--- src/rtl/keypad_pkg.sv ---
// Shared types and constants for the 4x4 keypad scanner.
// KEY_LUT is indexed by col*4+row and holds the hex code printed on each key.
package keypad_pkg;

    localparam int NCOL = 4;
    localparam int NROW = 4;

    typedef enum logic [1:0] {
        ST_SCAN,
        ST_EVAL,
        ST_COMMIT
    } state_t;

    // Entry 15 first: {D,C,B,A, F,9,6,3, 0,8,5,2, E,7,4,1}
    localparam logic [15:0][3:0] KEY_LUT = {
        4'hD, 4'hC, 4'hB, 4'hA,
        4'hF, 4'h9, 4'h6, 4'h3,
        4'h0, 4'h8, 4'h5, 4'h2,
        4'hE, 4'h7, 4'h4, 4'h1
    };

endpackage

--- src/rtl/sync_2ff.sv ---
// Two-flop synchronizer for asynchronous level inputs.
// Both stages load RST on clr so a reset looks like an idle input.
module sync_2ff #(
    parameter int           W   = 4,
    parameter logic [W-1:0] RST = '1
) (
    input  logic         clk,
    input  logic         clr,
    input  logic [W-1:0] d_i,
    output logic [W-1:0] q_o
);

    logic [W-1:0] s1_q;
    logic [W-1:0] s2_q;

    always_ff @(posedge clk) begin
        if (clr) begin
            s1_q <= RST;
            s2_q <= RST;
        end else begin
            s1_q <= d_i;
            s2_q <= s1_q;
        end
    end

    assign q_o = s2_q;

endmodule

--- src/rtl/keypad_scan.sv ---
// 4x4 matrix keypad scanner with whole-frame debounce and press events.
// A frame is four column dwells; a map must repeat DEB_SCANS frames to commit.
module keypad_scan
    import keypad_pkg::*;
#(
    parameter int SCAN_DIV_W = 12,
    parameter int DEB_SCANS  = 4
) (
    input  logic        clk,
    input  logic        clr,
    input  logic [3:0]  row,
    output logic [3:0]  col,
    output logic [3:0]  key_code,
    output logic        key_valid,
    output logic        key_down,
    output logic        key_multi,
    output logic [31:0] hex_buf
);

    localparam logic [3:0] DEB_LAST = 4'(DEB_SCANS - 1);

    logic [3:0]            row_s;
    logic [SCAN_DIV_W-1:0] div_q;
    logic [1:0]            col_idx_q;
    logic [3:0]            col_q;
    logic [15:0]           raw_q;
    logic [15:0]           cand_q;
    logic [15:0]           stable_q;
    logic [3:0]            stab_q;
    logic                  frame_q;
    state_t                state_q;
    logic [3:0]            code_q;
    logic                  valid_q;
    logic                  down_q;
    logic                  multi_q;
    logic [31:0]           hex_q;
    logic                  tick;
    logic [4:0]            pop;
    logic [3:0]            idx;

    sync_2ff #(.W(4), .RST(4'hF)) u_sync (
        .clk (clk),
        .clr (clr),
        .d_i (row),
        .q_o (row_s)
    );

    assign tick = &div_q;

    always_ff @(posedge clk) begin
        if (clr) begin
            div_q     <= '0;
            col_idx_q <= 2'd0;
            col_q     <= 4'b1110;
            raw_q     <= '0;
            frame_q   <= 1'b0;
        end else begin
            div_q   <= div_q + 1'b1;
            frame_q <= tick && (col_idx_q == 2'd3);
            if (tick) begin
                // Sampled at the end of the dwell so the rows have settled
                raw_q[{col_idx_q, 2'b00} +: 4] <= ~row_s;
                col_idx_q <= col_idx_q + 2'd1;
                col_q     <= {col_q[2:0], col_q[3]};
            end
        end
    end

    // Lowest set bit wins; only used when exactly one key is down
    always_comb begin
        pop = '0;
        idx = '0;
        for (int i = 15; i >= 0; i--) begin
            if (cand_q[i]) begin
                pop = pop + 5'd1;
                idx = 4'(i);
            end
        end
    end

    always_ff @(posedge clk) begin
        if (clr) begin
            state_q  <= ST_SCAN;
            cand_q   <= '0;
            stable_q <= '0;
            stab_q   <= '0;
            code_q   <= '0;
            valid_q  <= 1'b0;
            down_q   <= 1'b0;
            multi_q  <= 1'b0;
            hex_q    <= '0;
        end else begin
            valid_q <= 1'b0;
            unique case (state_q)
                ST_SCAN: begin
                    if (frame_q)
                        state_q <= ST_EVAL;
                end
                ST_EVAL: begin
                    if (raw_q != cand_q) begin
                        cand_q  <= raw_q;
                        stab_q  <= '0;
                        state_q <= ST_SCAN;
                    end else if (stab_q < DEB_LAST) begin
                        stab_q  <= stab_q + 4'd1;
                        state_q <= ST_SCAN;
                    end else begin
                        state_q  <= ST_COMMIT;
                        stable_q <= cand_q;
                        down_q   <= |cand_q;
                        multi_q  <= (pop >= 5'd2);
                        if (stable_q == '0 && pop == 5'd1) begin
                            valid_q <= 1'b1;
                            code_q  <= KEY_LUT[idx];
                            hex_q   <= {hex_q[27:0], KEY_LUT[idx]};
                        end
                    end
                end
                ST_COMMIT: state_q <= ST_SCAN;
                default:   state_q <= ST_SCAN;
            endcase
        end
    end

    assign col       = col_q;
    assign key_code  = code_q;
    assign key_valid = valid_q;
    assign key_down  = down_q;
    assign key_multi = multi_q;
    assign hex_buf   = hex_q;

endmodule
--- config.mk ---
export PLATFORM = sky130hd
export DESIGN_NAME = keypad_scan
export DESIGN_NICKNAME = d
export VERILOG_FILES = /design/src/rtl/keypad_pkg.sv /design/src/rtl/sync_2ff.sv /design/src/rtl/keypad_scan.sv
export SDC_FILE = /design/constraint.sdc
export NUM_CORES = 1
export LEC_CHECK = 0
export BUFFER_PORTS_ARGS = -buffer_cell sky130_fd_sc_hd__buf_2
export CORE_MARGIN = 2
export CORE_UTILIZATION = 25
export CTS_BUF_LIST = sky130_fd_sc_hd__clkbuf_16
export CTS_CLUSTER_SIZE = 40
export DETAILED_ROUTE_END_ITERATION = 6
export GPL_TIMING_DRIVEN = 0
export PLACE_DENSITY = 0.42
export REMOVE_ABC_BUFFERS = 1
export SLEW_MARGIN = 20
export SYNTH_ARGS = -nofsm -noshare
export SYNTH_HDL_FRONTEND = slang
export SYNTH_HIERARCHICAL = 1
export SYNTH_SLANG_ARGS = --single-unit
--- constraint.sdc ---
create_clock -name clk -period 18.4 [get_ports clk]
set_input_delay 0.92 -clock clk [delete_from_list [all_inputs] [get_ports clk]]
set_output_delay 0.92 -clock clk [all_outputs]
set_load 0.03 [all_outputs]
# Word-level counts from Yosys, hierarchy flattened
# Memories as Yosys holds them, arrays and structs flattened.
# Index checks and enable logic that the tools add are counted.
[classes] n_addsub=19 order_cmp=3 eq_ne=5 shifts=2 n_mux=41 bitwise=4 reduce_logical=12
[op_table] operator="$mux W4" n=19
[op_table] operator="$add A5 B1 Y5 const B" n=15
[op_table] operator="$mux W5" n=15
[op_table] operator="$bwmux W16" n=1
[op_table] operator="$logic_not A16 Y1" n=1
[op_table] operator="$ne A16 B16 Y1" n=1
[op_table] operator="$reduce_or A16 Y1" n=1
[op_table] operator="$shift A4 B6 Y16 const A" n=1
[op_table] operator="$shiftx A4 B6 Y16" n=1
[op_table] operator="$add A12 B1 Y12 const B" n=1
[op_table] operator="$reduce_and A12 Y1" n=1
[op_table] operator="$mux W2" n=3
[op_table] operator="$neg A4 Y6" n=1
[op_table] operator="$eq A5 B1 Y1 const B" n=1
[op_table] operator="$ge A5 B2 Y1 const B" n=1
[op_table] operator="$lt A4 B5 Y1 const B" n=1
[op_table] operator="$add A4 B1 Y4 const B" n=1
[op_table] operator="$lt A4 B2 Y1 const B" n=1
[op_table] operator="$not A4 Y4" n=1
[op_table] operator="$pmux W2 S2" n=1
[op_table] operator="$reduce_and A2 Y1" n=2
[op_table] operator="$reduce_and A4 Y1" n=1
[op_table] operator="$reduce_or A4 Y1" n=1
[op_table] operator="$not A1 Y1" n=3
[op_table] operator="other kinds (9)" n=11
[totals] register_bits=120 mem_bits_ro=64 out_inout_bits=43 word_cells=103 n_memories=1
[mem_list] memory="(no name shown)" depth=16 width=4 read_ports=1 rd_ports_with_merged_regs=0 wr=0 line="keypad_scan.sv:115" source="hex_q <= {hex_q[27:0], KEY_LUT[idx]};"

# Logic depth before layout (Yosys ltp)
[depth] depth_word=34 ltp_mapped=50 mapped_depth_nobuf=49

# Cells and area by module
# The synthesis kept the hierarchy.
[by_module_without_submodules] mod="keypad_scan" n_inst=1 cells_per_inst=721 area_per_inst_um2=6164.7 seq_area_each_um2=2162.1
[by_module_without_submodules] mod="sync_2ff" n_inst=1 cells_per_inst=16 area_per_inst_um2=210.2 seq_area_each_um2=160.2

# Worst setup path before layout
# OpenSTA, ideal clock, no wires.
[synth_path] path_type="flip-flop to flip-flop" from="register cand_q[14]" to="register hex_q[10] (netlist: hex_buf[10])" arrival_time_ns=9.038 setup_slack_ns=9.290 path_stages_with_launch=51 path_buffers=1 period_less_slack_ns=9.110 path_cell_list="dfxtp_1 inv_1 ha_1 xnor2_1 inv_1 ha_1 nor2b_1 nor2_1 ha_1 nand2_1 o31ai_1 ha_1 nand2_1 nand2_1 or2_2 ha_1 mux2_2 ha_1 (+15 left out) inv_1 ha_1 nor2_1 a21oi_1 ha_1 nand2_1 nand2_1 ha_1 nor2b_1 a21oi_1 ha_1 nand2_1 nor3_1 nor2b_1 o21ai_1 nor4b_4 buf_6 mux2i_1"
[synth_via] elab_chain_cells=32 word_cells_on_any_way=34 classes_between="14 x add/sub; 2 x eq/ne; 15 x mux; 1 x bitwise; 2 x reduce/logical"
[synth_lines] item="start, declared" line="keypad_scan.sv:27" source="logic [15:0] cand_q;"
[synth_lines] item="start signal, assigned" line="keypad_scan.sv:101" source="cand_q <= raw_q;"
[synth_lines] item="$mux W5" line="keypad_scan.sv:74" source="if (cand_q[i]) begin"
[synth_lines] item="$add A5 B1 Y5" line="keypad_scan.sv:75" source="pop = pop + 5'd1;"
[synth_lines] item="$mux W5" line="keypad_scan.sv:74"
[synth_lines] item="$add A5 B1 Y5" line="keypad_scan.sv:75"
[synth_lines] item="$mux W5" line="keypad_scan.sv:74"
[synth_lines] item="$add A5 B1 Y5" line="keypad_scan.sv:75"
[synth_lines] item="$mux W5" line="keypad_scan.sv:74"
[synth_lines] item="$add A5 B1 Y5" line="keypad_scan.sv:75"
[synth_lines] item="(+16 left out)"
[synth_lines] item="$mux W5" line="keypad_scan.sv:74"
[synth_lines] item="$add A5 B1 Y5" line="keypad_scan.sv:75"
[synth_lines] item="$mux W5" line="keypad_scan.sv:74"
[synth_lines] item="$add A5 B1 Y5" line="keypad_scan.sv:75"
[synth_lines] item="$mux W5" line="keypad_scan.sv:74"
[synth_lines] item="$eq A5 B1 Y1" line="keypad_scan.sv:112" source="if (stable_q == '0 && pop == 5'd1) begin"
[synth_lines] item="$logic_and A1 B1 Y1" line="keypad_scan.sv:112"
[synth_lines] item="$reduce_and A4 Y1 (no source line) *"
[synth_lines] item="end signal, assigned" line="keypad_scan.sv:115"
[synth_lines] item="end, declared" line="keypad_scan.sv:36" source="logic [31:0] hex_q;"
# Mark *: on every way between the ends. The rest lies on a longest branch, timed or not.
# A chain may end at the register's enable or synchronous reset.

# Final worst setup path
[layout_path] from="register cand_q[14]" to="register hex_q[6] (netlist: hex_buf[6])"
# Same word-level chain as after synthesis.

==> impl_results.md <==
* Area Growth Syn to Fin at 17.8%
* Vias at just under 5000
* CP startpoint kind: register
* Die Span Y at 164 um
* DRT Pass-1 Iters at 4
* Post-synthesis cell count at approximately 740
* Core area at 0.0251 mm2
* Number of synthesis warnings at 6
* Sequential area share after synthesis at 0.364
* Starting DRC count in detailed routing at 250
* Final Setup Violations at 0
* Synthesized area per cell at 8.65 um2
* Gp weighted congestion at 0.696
* Skew final at 12.9 ps
* Vias in the first global route at 4801
* Fin. max-slew vios at 0
* Buffers on Ports at 48
* Reg clk slew, reported paths at 60 ps
* WP data arrival at 10870 ps
* Pwr/cell area at about 79 mW/mm2
* Max_slew headroom at 0.351
* Critical path required time at approximately 19000 ps
* RSZ-0062 raised after global routing: no
* First-pass GRT wire length at 24.3 mm
* Synth Flop Type: dfxtp_1
* Commonest cells after routing, fill and taps aside: 116 x dfxtp_1, 104 x nor2_1, 59 x a21oi_1
* Gr usage total at 0.112
* Crit path kind: reg2reg
* Ant. Diodes at 0
* Vias/cell at 4.46
* Clk_lat worst skew at around 410 ps
* Setup_tns at 0 ps
* VDD IR-drop max at around 0.04 mV
* HP Class: reg2reg
* Yosys cell types at 64
* Maximum number of pins on one net before global-route repair at 73
* Fin crit share at 0.573
* Root Driver: clkbuf_16
* Max Cap Viol at 0
* Routed WL at between 10 and 15 mm
* Rows at 58
* Seq cells post-synth at 116
* Syn Std Cell Area at 0.00637 mm2
* Layout cells sized above 1 at 0.133
* Remaining DRCs at 0
* Least-Margin Pin Slew at 969 ps
* Fmax at 0.0949 GHz
* DRT antenna net count at 0
* CTS tree: yes
* Most used cell, CP: ha_1
* Fin area at 0.00751 mm2
* WL/cell at roughly 13 um
* Peak per-stage delay on the critical path at 370 ps
* DP Area at 0.00692 mm2
* DP HPWL at just over 10 mm
* Clock Path Buffers at 2
* Fin. Hold Viols at 0
* Status: complete, no violations
* Initial antenna violation count at 0
* CP max stage cell: dfxtp_1
* Hold Buf Count CTS at 0
* Starting Density at 0.254
* TritonCTS buffer count at 17
* CP max FO at 9
* CTS H-tree depth at 4
* Post-CTS Resized at 0
* Fin crit period at 10540 ps
* Full die area at roughly 0.027 mm2
* Post-synth EDFFs at 0
* Async SR Flop Fraction at 0
* Critical Path End Type: register
* Most common cell after layout, fill and taps aside: dfxtp_1
* Setup Buffers After CTS at 0
* CTS Sinks at 116
* Total grt overflow at 0
* Final #Nets at 800
* Die W at approximately 160 um
* # IOs at 49
* Leak at 3.09 nW
[per-layer routing]
layer,track usage,vias to the layer above,wire [um]
met5,0,-,0
met1,0.150,2287,7300
met2,0.182,57,6540
met3,0.0206,6,303
li1,-,2616,-
met4,0.0323,0,81
[state kept, by name, indices dropped and copies added, names as in the netlist]
register and flops:
cand_q 16, col 4, col_idx_q 2, div_q 12, frame_q 1, hex_buf 29, key_code 3, key_down 1
key_multi 1, key_valid 1, raw_q 16, stab_q 4, stable_q 16, state_q 2, u_sync/q_o 4, u_sync/s1_q 4
[cell type report]
| type | count | area (um2) |
|---|---|---|
| clock buffer | 17 | 425 |
| inverter | 24 | 90.1 |
| tap | 330 | 413 |
| fill | 2740 | 17600 |
| sequential | 116 | 2320 |
| clock inverter | 15 | 165 |
| timing repair buffer | 53 | 315 |
| multi-input combinational | 558 | 3780 |
[cell usage after synthesis, types with 2 or more instances]
cell	n	area [um2]
mux2i_1	57	571
nand2b_1	36	225
and3b_1	2	17.5
nand3_1	17	85.1
or4_1	4	30.0
ha_1	24	300
a21oi_1	59	295
o21ai_0	15	75.1
or2_1	8	50.1
a31oi_1	3	18.8
o21ai_1	3	15.0
or2_2	9	56.3
nand3b_1	4	30.0
a211o_1	3	26.3
clkbuf_1	25	93.8
and2_1	4	25.0
xor3_2	2	50.1
xnor3_1	3	67.6
buf_2	4	20.0
a211oi_1	2	15.0
xor2_1	35	307
a41oi_1	2	17.5
dfxtp_1	116	2320
nor2b_1	14	87.6
o211ai_1	3	22.5
buf_6	3	33.8
nor2_1	104	390
o21bai_1	3	22.5
inv_1	23	86.3
xnor2_1	21	184
buf_4	4	30.0
o2111ai_1	3	26.3
nand2_1	39	146
mux2_2	2	22.5
nor4_1	8	50.1
or3_1	9	56.3
buf_1	3	11.3
nor4b_1	2	17.5
nor3_1	27	135
nand4_1	7	43.8
xnor2_2	2	32.5
[final timing paths]
| kind | slack (ps) | cells past startpoint | to | startpoint |
|---|---|---|---|---|
| hold reg to reg | 400 | 1 | u_sync/q_o[3] | u_sync/s1_q[3] |
| setup reg to reg | 7860 | 53 | hex_buf[6] | cand_q[14] |
| setup / recovery | 7860 | 53 | hex_buf[6] | cand_q[14] |
| hold / removal | 400 | 1 | u_sync/q_o[3] | u_sync/s1_q[3] |
[through the flow]
| step | power, W | std cells | worst slack, ps | utilization | hold slack, ps |
|---|---|---|---|---|---|
| 3_3_place_gp | 0.000266 | 1076 | 6500 | 0.272 | 387 |
| 5_1_grt | 0.000614 | 1113 | 6950 | 0.299 | 426 |
| 3_5_place_dp | 0.000267 | 1081 | 7830 | 0.275 | 389 |
| 2_1_floorplan | 0.000261 | 698 | 8220 | - | 383 |
| 6_report | 0.000591 | 1113 | 7860 | 0.299 | 405 |
| 4_1_cts | 0.000603 | 1113 | 7800 | 0.299 | 407 |
[worst max-delay path, delay by kind of cell (launching register included)]
| kind | cells | cell delay [ps] |
|---|---|---|
| adders and majority gates | 14 | 3990 |
| DFF | 1 | 370 |
| muxes | 2 | 460 |
| xor gates and xnor gates | 1 | 290 |
| AOI/OAI and AO/OA | 7 | 1100 |
| buffers and inverters | 7 | 1060 |
| and+or+nand+nor | 22 | 3170 |
[logic make-up after synthesis]
group                    synth area share
adder cells (fa/ha/maj)            0.0487
multiplexers                       0.0930
AO/OA/AOI/OAI                       0.102
flip-flops                          0.364
AND/OR/NAND/NOR                     0.236
buffers and inverters              0.0438
XOR/XNOR                            0.112
[where the power goes]
| part | switching (W) | internal, W | total, W |
|---|---|---|---|
| clock | 0.000119 | 0.000211 | 0.000330 |
| combinational | 0.00000451 | 0.00000310 | 0.00000761 |
| sequential | 0.00000103 | 0.000253 | 0.000254 |
No activity file was read; power rests on OpenSTA's default activity.
